## src/rtl/tinker_fetch_unit.sv

```systemverilog
// Tinker instruction fetch stage: owns the PC, issues credit-limited imem reads, buffers
// returned words in an in-order prefetch FIFO and squashes stale responses on redirect.
module tinker_fetch_unit #(
    parameter int unsigned          ADDR_W   = 64,
    parameter int unsigned          DEPTH    = 4,
    parameter logic [ADDR_W-1:0]    RESET_PC = ADDR_W'(64'h2000)
) (
    input  logic              clk,
    input  logic              reset,
    output logic              imem_req_valid,
    output logic [ADDR_W-1:0] imem_req_addr,
    input  logic              imem_req_ready,
    input  logic              imem_rsp_valid,
    input  logic [31:0]       imem_rsp_data,
    input  logic              redirect_valid,
    input  logic [ADDR_W-1:0] redirect_pc,
    input  logic              halt,
    output logic              inst_valid,
    output logic [31:0]       instruction,
    output logic [ADDR_W-1:0] inst_pc,
    input  logic              inst_ready
);

    localparam int unsigned PTR_W = $clog2(DEPTH);
    localparam int unsigned CNT_W = PTR_W + 1;
    localparam int unsigned SUM_W = CNT_W + 1;

    logic [ADDR_W-1:0] fetch_pc;
    logic [ADDR_W-1:0] resp_pc;
    logic [31:0]       fifo_data [DEPTH];
    logic [ADDR_W-1:0] fifo_pc   [DEPTH];
    logic [PTR_W-1:0]  rd_ptr;
    logic [PTR_W-1:0]  wr_ptr;
    logic [CNT_W-1:0]  count;
    logic [CNT_W-1:0]  inflight;
    logic [CNT_W-1:0]  drop_cnt;

    logic              credit_ok;
    logic              req_fire;
    logic              rsp_drop;
    logic              push;
    logic              pop;
    logic [CNT_W-1:0]  inflight_nxt;
    logic [SUM_W-1:0]  occupancy;
    logic [ADDR_W-1:0] redirect_aligned;

    // Requests are only issued while a FIFO slot is guaranteed for the response.
    always_comb begin
        occupancy        = SUM_W'(count) + SUM_W'(inflight);
        credit_ok        = occupancy < SUM_W'(DEPTH);
        imem_req_valid   = !reset && !halt && !redirect_valid && credit_ok;
        imem_req_addr    = fetch_pc;
        req_fire         = imem_req_valid && imem_req_ready;
        rsp_drop         = imem_rsp_valid && (drop_cnt != '0);
        push             = imem_rsp_valid && (drop_cnt == '0) && !redirect_valid;
        pop              = inst_valid && inst_ready && !redirect_valid;
        inflight_nxt     = inflight + CNT_W'(req_fire) - CNT_W'(imem_rsp_valid);
        redirect_aligned = redirect_pc & ~ADDR_W'(3);
    end

    always_comb begin
        inst_valid  = (count != '0);
        instruction = inst_valid ? fifo_data[rd_ptr] : 32'h0;
        inst_pc     = inst_valid ? fifo_pc[rd_ptr]   : '0;
    end

    always_ff @(posedge clk) begin
        if (reset) begin
            fetch_pc <= RESET_PC;
            resp_pc  <= RESET_PC;
            rd_ptr   <= '0;
            wr_ptr   <= '0;
            count    <= '0;
            inflight <= '0;
            drop_cnt <= '0;
            for (int i = 0; i < int'(DEPTH); i++) begin
                fifo_data[i] <= 32'h0;
                fifo_pc[i]   <= '0;
            end
        end else if (redirect_valid) begin
            // Everything still outstanding (including a response landing now) becomes stale.
            fetch_pc <= redirect_aligned;
            resp_pc  <= redirect_aligned;
            rd_ptr   <= '0;
            wr_ptr   <= '0;
            count    <= '0;
            inflight <= inflight_nxt;
            drop_cnt <= inflight_nxt;
        end else begin
            inflight <= inflight_nxt;
            if (req_fire) begin
                fetch_pc <= fetch_pc + ADDR_W'(4);
            end
            if (rsp_drop) begin
                drop_cnt <= drop_cnt - CNT_W'(1);
            end
            if (push) begin
                fifo_data[wr_ptr] <= imem_rsp_data;
                fifo_pc[wr_ptr]   <= resp_pc;
                wr_ptr            <= wr_ptr + PTR_W'(1);
                resp_pc           <= resp_pc + ADDR_W'(4);
            end
            if (pop) begin
                rd_ptr <= rd_ptr + PTR_W'(1);
            end
            case ({push, pop})
                2'b10:   count <= count + CNT_W'(1);
                2'b01:   count <= count - CNT_W'(1);
                default: count <= count;
            endcase
        end
    end

    // Structural invariants of the credit scheme.
    always_ff @(posedge clk) begin
        if (!reset) begin
            a_credit: assert (occupancy <= SUM_W'(DEPTH));
            a_drop:   assert (drop_cnt <= inflight);
            a_rsp:    assert (!(imem_rsp_valid && (inflight == '0)));
        end
    end

endmodule

```

## config.mk

```make
export PLATFORM = sky130hd
export DESIGN_NAME = tinker_fetch_unit
export DESIGN_NICKNAME = d
export VERILOG_FILES = /design/src/rtl/tinker_fetch_unit.sv
export SDC_FILE = /design/constraint.sdc
export NUM_CORES = 1
export LEC_CHECK = 0
export CAP_MARGIN = 20
export CORE_MARGIN = 5
export CORE_UTILIZATION = 45
export DETAILED_ROUTE_END_ITERATION = 16
export PLACE_DENSITY = 0.66
export SLEW_MARGIN = 10
export SYNTH_ARGS = -nofsm -noshare
export SYNTH_HDL_FRONTEND = slang
export SYNTH_SLANG_ARGS = --single-unit
```

## constraint.sdc

```tcl
create_clock -name clk -period 10.5 [get_ports clk]
set_input_delay 3.15 -clock clk [delete_from_list [all_inputs] [get_ports clk]]
set_output_delay 3.15 -clock clk [all_outputs]
set_load 0.005 [all_outputs]
```

# Word-level counts from Yosys, hierarchy flattened
# Memories as Yosys holds them, arrays and structs flattened. A register that Yosys moved wholly into a read port is not among the register bits.
# Cells that the tools add are included.
# op_classes
add_sub_neg,10
mul,0
div_mod_pow,0
n_lt_le_gt_ge,1
n_eq_ne,2
n_shift,0
n_mux,25
bitwise,0
n_reduce_logical,22
# op_table
cell,count
$mux 64,6
$add 64x3->64 const B,2
$mux 32,2
$reduce_or 64->1,1
$reduce_or 32->1,1
$mux 2,6
$logic_and 1x1->1,9
$mux 1,8
$reduce_bool 2->1,4
$mux 3,2
$pmux 3 s2,1
$reduce_bool 3->1,2
$sub 3x1->3 const B,2
$add 2x1->2 const B,2
$add 3x3->4,1
$lt 4x3->1 const B,1
$add 3x1->3,1
$add 3x1->3 const B,1
$logic_not 1->1,3
$logic_not 3->1,1
$sub 3x1->3,1
$eq 2x1->1 const B,1
$eq 2x2->1 const B,1
$reduce_or 2->1,1
# word_totals
ff_bits,141
latch_bits,0
mem_bits_rw,384
mem_bits_ro,0
input_bits,103
output_inout_bits,162
elab_cells,71
memories,2
# mem_list
memory,depth,width,read_ports,rd_clocked_by_memory_dff,write_ports,line,source
fifo_pc,4,64,1,1,4,31,logic [ADDR_W-1:0] fifo_pc [DEPTH];
fifo_data,4,32,1,1,4,30,logic [31:0] fifo_data [DEPTH];

# Depth between registers and ports, before layout
# Gate-level depths: netlist (run 1).
# logic_depth
ltp_word,9
mapped_depth,18

# Least setup slack after synthesis (run 1)
# OpenSTA, ideal clock, no wires.
# synth_timing
path_kind,input-to-reg
start,input port redirect_valid
end,memory fifo_data[0][0] (enable)
setup_ns,0.566
t_arrival_ns,8.117
slack_ns,1.817
cell_stages,5
n_path_buf,2
cell_sequence,buf_2 > clkbuf_1 > nor2_1 > inv_1 > o21bai_1
# synth_lines
item,line,source
"start, declared",15,"input logic redirect_valid,"
"end, declared",30,

# Worst setup path after layout (run 1)
# layout_timing
start,input port halt
end,output port imem_req_valid
# layout_via
elab_chain_len,4
# layout_rtl
item,line,source
"start, declared",17,"input logic halt,"
$logic_not 1->1,51,imem_req_valid = !reset && !halt && !redirect_valid && credit_ok;
$logic_and 1x1->1 (3 in series),51,
"end, declared",10,"output logic imem_req_valid,"
# No other way between the ends.

==> results of run 1 <==
[registers in the layout, summed over array words and instances (netlist names), named ones only]
register	count
fifo_pc	248
fifo_data	128
imem_req_addr	62
resp_pc	62
count	3
drop_cnt	3
inflight	3
rd_ptr	2
wr_ptr	2
[tightest hold or removal path, cell delays in order, from the launching register on]
cell and delay (ns):
dfxtp_1 0.33, o21ai_0 0.07, a21oi_1 0.06
[where the power goes]
part           switching (uW)  internal [uW]
clock network             794           1150
logic                     269            202
registers                75.9           2310
[metrics by stage]
stage | worst slack [ns] | hold WS [ns] | power (uW) | cell area (um^2) | instances
2_1_floorplan | 1.82 | 0.471 | 2690 | 24000 | 2098
3_5_place_dp | 2.83 | 0.505 | 2900 | 27200 | 2939
5_1_grt | 2.70 | 0.564 | 4970 | 29000 | 3040
3_3_place_gp | 2.83 | 0.497 | 2890 | 27200 | 2939
4_1_cts | 2.83 | 0.514 | 4840 | 29000 | 3038
6_report | 2.83 | 0.513 | 4800 | 29000 | 3040
[cells in the mapped netlist, types with 4 or more instances]
master | instances | area, um^2
inv_1 | 127 | 477
o22ai_1 | 24 | 150
buf_4 | 5 | 37.5
xnor2_1 | 58 | 508
nand4_1 | 51 | 319
o211ai_1 | 6 | 45.0
and3_1 | 30 | 188
and4_1 | 16 | 140
nand3_1 | 46 | 230
nor4_2 | 8 | 100
a21oi_1 | 62 | 310
o21ai_1 | 5 | 25.0
mux4_2 | 94 | 2120
a211oi_1 | 13 | 97.6
xor2_1 | 37 | 324
mux2i_1 | 5 | 50.1
a31oi_1 | 18 | 113
nand4_2 | 4 | 50.1
o21ai_0 | 24 | 120
dfxtp_1 | 139 | 2780
clkbuf_1 | 100 | 375
o21bai_1 | 10 | 75.1
nor3_1 | 24 | 120
edfxtp_1 | 376 | 11300
a22oi_1 | 15 | 113
buf_1 | 9 | 33.8
nor4_1 | 15 | 93.8
ha_1 | 9 | 113
a311oi_1 | 5 | 43.8
nand2_1 | 183 | 687
or3_1 | 12 | 75.1
and2_1 | 108 | 676
buf_2 | 9 | 45.0
a21boi_0 | 18 | 135
nor2_1 | 369 | 1390
[final timing paths]
kind / from / endpoint / slack (ns) / cells past startpoint
setup / recovery: halt / imem_req_valid / 2.83 / 4
hold reg to reg: count[2] / count[2] / 0.51 / 2
setup reg to reg: count[2] / drop_cnt[2] / 7.00 / 16
hold / removal: count[2] / count[2] / 0.51 / 2
[routing by layer]
| layer | track usage (%) | vias to the layer above | share of wire (%) |
|---|---|---|---|
| li1 | - | 7903 | - |
| met1 | 31.2 | 8259 | 43 |
| met2 | 35.5 | 656 | 47 |
| met3 | 3.59 | 110 | 7.3 |
| met4 | 6.21 | 0 | 2.4 |
| met5 | 0 | - | 0 |
[final cells by class]
type,instances,area share (%)
inverters,130,1.68
flip-flops and latches,515,48.5
repair buffers,284,9.68
multi-input cells,1324,31.0
clock buffers,70,5.01
well taps,688,2.97
clock inverters,29,1.16
[cell families after synthesis]
| family | count (synthesis) |
|---|---|
| and+or+nand+nor | 898 |
| DFF | 515 |
| buffers and inverters | 259 |
| AOI/OAI and AO/OA | 216 |
| muxes | 100 |
| xor gates and xnor gates | 95 |
| adders and majority gates | 11 |
| other | 1 |
==> parameters.txt, run 1 <==
Parameter                              Value

Status
  Status ... finished clean

Job
  Max Cap Viol ... 0

Synth
  Adder-cell area share of the yosys netlist ... less than 1%
  Simple-gate share of the synthesized area ... 18.2%
  Portion of netlist area occupied by mux cells ... 9.06%
  Seq/Total Area, Yosys ... 58.6%
  Number of warning messages in the yosys log ... 0
  XOR/XNOR share of the synthesized area ... 3.46%
  Number of enable-type register cells in the synthesized netlist ... 376
  Compound-cell area share of the yosys netlist ... 5.68%
  Cells after Synth ... 2095
  Largest family of logic cells by synthesized area ... simple AND/OR/NAND/NOR gates
  Flip-flop cell with the highest count after synthesis ... edfxtp_1
  Register bit total from synthesis ... slightly above 500
  Fraction of synthesis flops using an asynchronous set or reset pin ... 0%
  Syn_area_per_cell ... 11.5 um^2
  Summed instance area of the synthesized netlist ... ~24000 um^2
  Unique masters post-synth ... 73

Cells and area
  Post-layout net count ... 2422
  Share of layout cells above drive strength 1 ... 10.2%
  # diodes ... 0
  Multi-input combinational cell area ... 8990 um^2
  Final core utilization ... 55.0%
  Most frequent standard cell in the layout excluding fill and tap cells ... edfxtp_1
  Layout filler cell count ... roughly 4500
  Reg area ... 14100 um^2
  Synth-to-Final Area Change ... 20.8%
  Most used cells in the layout excluding fill and tap cells ... edfxtp_1, nor2_1, clkdlybuf4s50_1

Clock network
  Deepest level of the CTS H-tree ... 2
  Clock root buffer master ... clkbuf_16
  Cts bufs inserted ... 53
  Post CTS Setup Buffer Count ... 0
  Maximum clock insertion buffer count ... 3
  Total of hold buffers inserted after clock tree synthesis ... 0
  Clock tree from TritonCTS ... built
  CTS sink count ... about 520
  Post-CTS clock slew at the launch and capture registers of the worst setup and hold paths ... roughly 0.060 ns
  Latest clock arrival within the worst-skew pair ... around 0.6 ns
  Resized Gates After CTS ... 0

Power and ir drop
  VDD IR-drop max ... 115 uV
  Power density of the placed cells ... 165 nW/um^2
  Leakage power figure ... 0.0105 uW

Timing
  Worst-margin pin slew ... roughly 1.1 ns
  Final clock period utilization by the worst path ... 73.0%
  Unrepaired setup endpoints after global routing ... false
  Setup total negative slack ... 0 ns
  Worst clock skew ... 0.0224 ns
  Final setup viols ... 0
  Hold Violations, Final ... 0
  Final critical delay including setup and external delays ... 7.67 ns
  Top achievable clock speed ... 130 MHz
  Worst slew margin ... around a quarter
  Total count of max-transition violations in the final report ... 0

Placed design
  Number of buffer cells added on primary ports ... 258
  Sum of net half-perimeters after detailed placement ... 41300 um
  Gp weighted congestion ... around 0.87

Floorplan
  Die width ... 241 um
  Core area ... 52800 um^2
  Initial Utilization ... a little under half
  Floorplan die height ... 241 um
  Number of cell rows ... between 80 and 90
  Die ar. ... 58100 um^2
  Boundary Pins ... 265

Setup path
  Cell type of the slowest stage on the worst timing path ... clkdlybuf4s50_1
  Worst-path maximum fanout ... 2
  CP dominant cell by count ... clkdlybuf4s50_1
  Crit-path max cell delay ... 0.51 ns
  Crit path max-delay family ... buffers and inverters
  Crit path DAT ... 4.52 ns
  Startpoint Class ... primary input
  Data required time of the worst path ... 7.35 ns
  Kind of critical path ... primary input to primary output
  Endpoint type of the worst setup path ... primary output
  Buffers and inverters on the worst path ... 2
  Cell breakdown of the critical path ... clkdlybuf4s50_1 > nor4_1 > and3_1 > clkdlybuf4s50_1

Hold path
  Path class of the lowest-slack min-delay path ... flop to flop

GRT
  Initial antenna violation count ... 0
  Largest net degree at the start of global routing ... 97
  Global-route congestion overflow total ... 0
  Global-route usage over all layers ... between 20% and 30%
  First-pass GRT wire length ... 99700 um
  Vias in the first global route ... 17200

Routing
  Final routed wire length divided by cell count ... roughly 21 um
  Post-Route WL ... 65200 um
  Detailed Routing Iterations Pass 1 ... 5
  Vias/cell ... between 5 and 6
  Number of DRC markers in iteration 0 ... 1359
  Via count of the routed design ... 16900
  DRC viols ... 0
  Final antenna-violating net count ... 0
Note: power is estimated with default switching activity, not from simulation.
==> run 2: changes to the inputs <==
==> constraint.sdc (replaced) <==
create_clock -name clk -period 7.7 [get_ports clk]
set_input_delay 2.31 -clock clk [delete_from_list [all_inputs] [get_ports clk]]
set_output_delay 2.31 -clock clk [all_outputs]
set_load 0.005 [all_outputs]
==> run 2 against run 1 <==
Effect of this change: clock power grew 40%; die area is the same; via count grew 0.20%; critical path type unchanged; largest power group unchanged; highest routed layer unchanged.
==> parameters.txt, run 2 (synthesis gave the netlist of run 1 again) <==
Parameter                              Value

Timing
  Worst clock skew ... 0.0139 ns
  Unrepaired setup endpoints after global routing ... false
  Worst slew margin ... 27.5%
  Worst-margin pin slew ... 1.09 ns
  Hold Violations, Final ... 0
  Total count of max-transition violations in the final report ... 0
  Top achievable clock speed ... 168 MHz
  Final critical delay including setup and external delays ... between 5 and 6 ns
  Final clock period utilization by the worst path ... 77.3%
  Final setup viols ... 0

Routing
  DRC viols ... 0
  Number of DRC markers in iteration 0 ... 1323
  Via count of the routed design ... 17000
  Vias/cell ... approximately 5.6
  Final routed wire length divided by cell count ... about 22 um
  Post-Route WL ... 65600 um
  Final antenna-violating net count ... 0
  Detailed Routing Iterations Pass 1 ... 5

Cells and area
  Leading registers by flop count ... fifo_pc x248, fifo_data x128
  Most used cells in the layout excluding fill and tap cells ... edfxtp_1, nor2_1, clkdlybuf4s50_1
  Most frequent standard cell in the layout excluding fill and tap cells ... edfxtp_1
  Layout filler cell count ... 4519
  Share of layout cells above drive strength 1 ... 10.3%
  Non-Filler Cell Area, Final ... 29100 um^2
  # diodes ... 0
  Largest register FFs ... 248
  Register with the most flip-flops ... fifo_pc
  Synth-to-Final Area Change ... 21.1%
  Post-layout net count ... 2422

Placed design
  Post-place instance area ... 27200 um^2
  Sum of net half-perimeters after detailed placement ... 41200 um
  Number of buffer cells added on primary ports ... 258
  Gp weighted congestion ... 0.867

Power and ir drop
  Power density of the placed cells ... 228 nW/um^2
  Leakage power figure ... 0.0106 uW
  Pwr Total ... 6620 uW
  VDD IR-drop max ... 172 uV

Setup path
  Launching point of the worst reg2reg path ... drop_cnt[0]
  CP Launch Point ... halt
  Setup slack on the worst flop-to-flop path ... 4.55 ns
  Endpoint of the worst register-to-register path ... fifo_pc[3][40]
  Crit path DAT ... ~3.6 ns
  Timing endpoint of the critical path ... imem_req_valid
  Worst-path maximum fanout ... 2
  Data required time of the worst path ... 5.39 ns
  Kind of critical path ... primary input to primary output
  Worst reg2reg path depth ... 6
  Startpoint Class ... primary input
  Endpoint type of the worst setup path ... primary output

GRT
  Global-route usage over all layers ... 22.3%
  Initial antenna violation count ... 0
  Vias in the first global route ... 17300
  Global-route congestion overflow total ... 0
  Largest net degree at the start of global routing ... 97
  First-pass GRT wire length ... 101000 um

Clock network
  Deepest level of the CTS H-tree ... 2
  Clock tree from TritonCTS ... built
  Clock root buffer master ... clkbuf_16
  Resized Gates After CTS ... 0
  Latest clock arrival within the worst-skew pair ... 0.60 ns
  Total of hold buffers inserted after clock tree synthesis ... 0
  Post CTS Setup Buffer Count ... 0
  CTS sink count ... around 520
  Cts bufs inserted ... 55
  Post-CTS clock slew at the launch and capture registers of the worst setup and hold paths ... roughly 0.06 ns
  Maximum clock insertion buffer count ... 3

Job
  Max Cap Viol ... 0

Floorplan
  Initial Utilization ... 45.5%
  Number of cell rows ... 84
  Boundary Pins ... 265
  Floorplan die height ... between 200 and 250 um
  Die ar. ... approximately 58000 um^2
  Die width ... 241 um
  Core area ... between 50000 and 60000 um^2

Status
  Status ... finished clean

Hold path
  Path class of the lowest-slack min-delay path ... flop to flop
==> run 2: cell count changes in the layout (fill, tap and decap cells not counted), sizes merged <==
cell      change
buf           -2
clkinv        +4
bufinv        +1
clkinvlp      -1
==> run 2: worst min-delay path by stage <==
stage | from | endpoint | slack, ns | cells after the start
after detailed placement | count[2] | count[2] | 0.51 | 2
final | count[2] | count[2] | 0.52 | 2
after global placement | count[2] | count[2] | 0.49 | 2
after CTS | count[2] | count[2] | 0.52 | 2
after floorplan | count[2] | count[2] | 0.47 | 2
after global routing | resp_pc[3] | resp_pc[3] | 0.56 | 2
==> run 2: layout make-up <==
class	count	area [um^2]	area share (%)
flip-flops and latches	515	14100	48.4
multi-input cells	1324	8990	30.9
repair buffers	282	2830	9.71
clock buffers	70	1490	5.13
well taps	688	861	2.96
inverters	130	488	1.68
clock inverters	33	367	1.26
==> run 2: worst max-delay path: stages <==
cell	delay, ns
clkdlybuf4s50_1	0.41
nor4_1	0.21
and3_1	0.21
clkdlybuf4s50_1	0.50
==> run 2: report_power, final <==
part	switching, uW	total, uW	internal, uW	leakage, uW
sequential	107	3260	3150	0.00505
combinational	369	646	277	0.00462
clock	1080	2720	1630	0.000917
==> run 2: per-layer routing <==
layer	part of all wire, %	GRT usage, %	vias to the layer above
met5	0	0	-
met4	2.5	6.31	0
met3	6.5	3.15	84
met1	44	32.0	8388
li1	-	-	7889
met2	47	35.9	601
==> run 2: through the flow <==
| step | setup WS [ns] | hold slack (ns) | instances | TNS, ns | util (%) |
|---|---|---|---|---|---|
| 2_1_floorplan | -0.143 | 0.471 | 2098 | -40.39 | - |
| 3_3_place_gp | 1.75 | 0.493 | 2938 | 0 | 51.6 |
| 3_5_place_dp | 1.74 | 0.512 | 2938 | 0 | 51.6 |
| 4_1_cts | 1.74 | 0.520 | 3041 | 0 | 55.1 |
| 5_1_grt | 1.63 | 0.560 | 3042 | 0 | 55.2 |
| 6_report | 1.75 | 0.519 | 3042 | 0 | 55.2 |
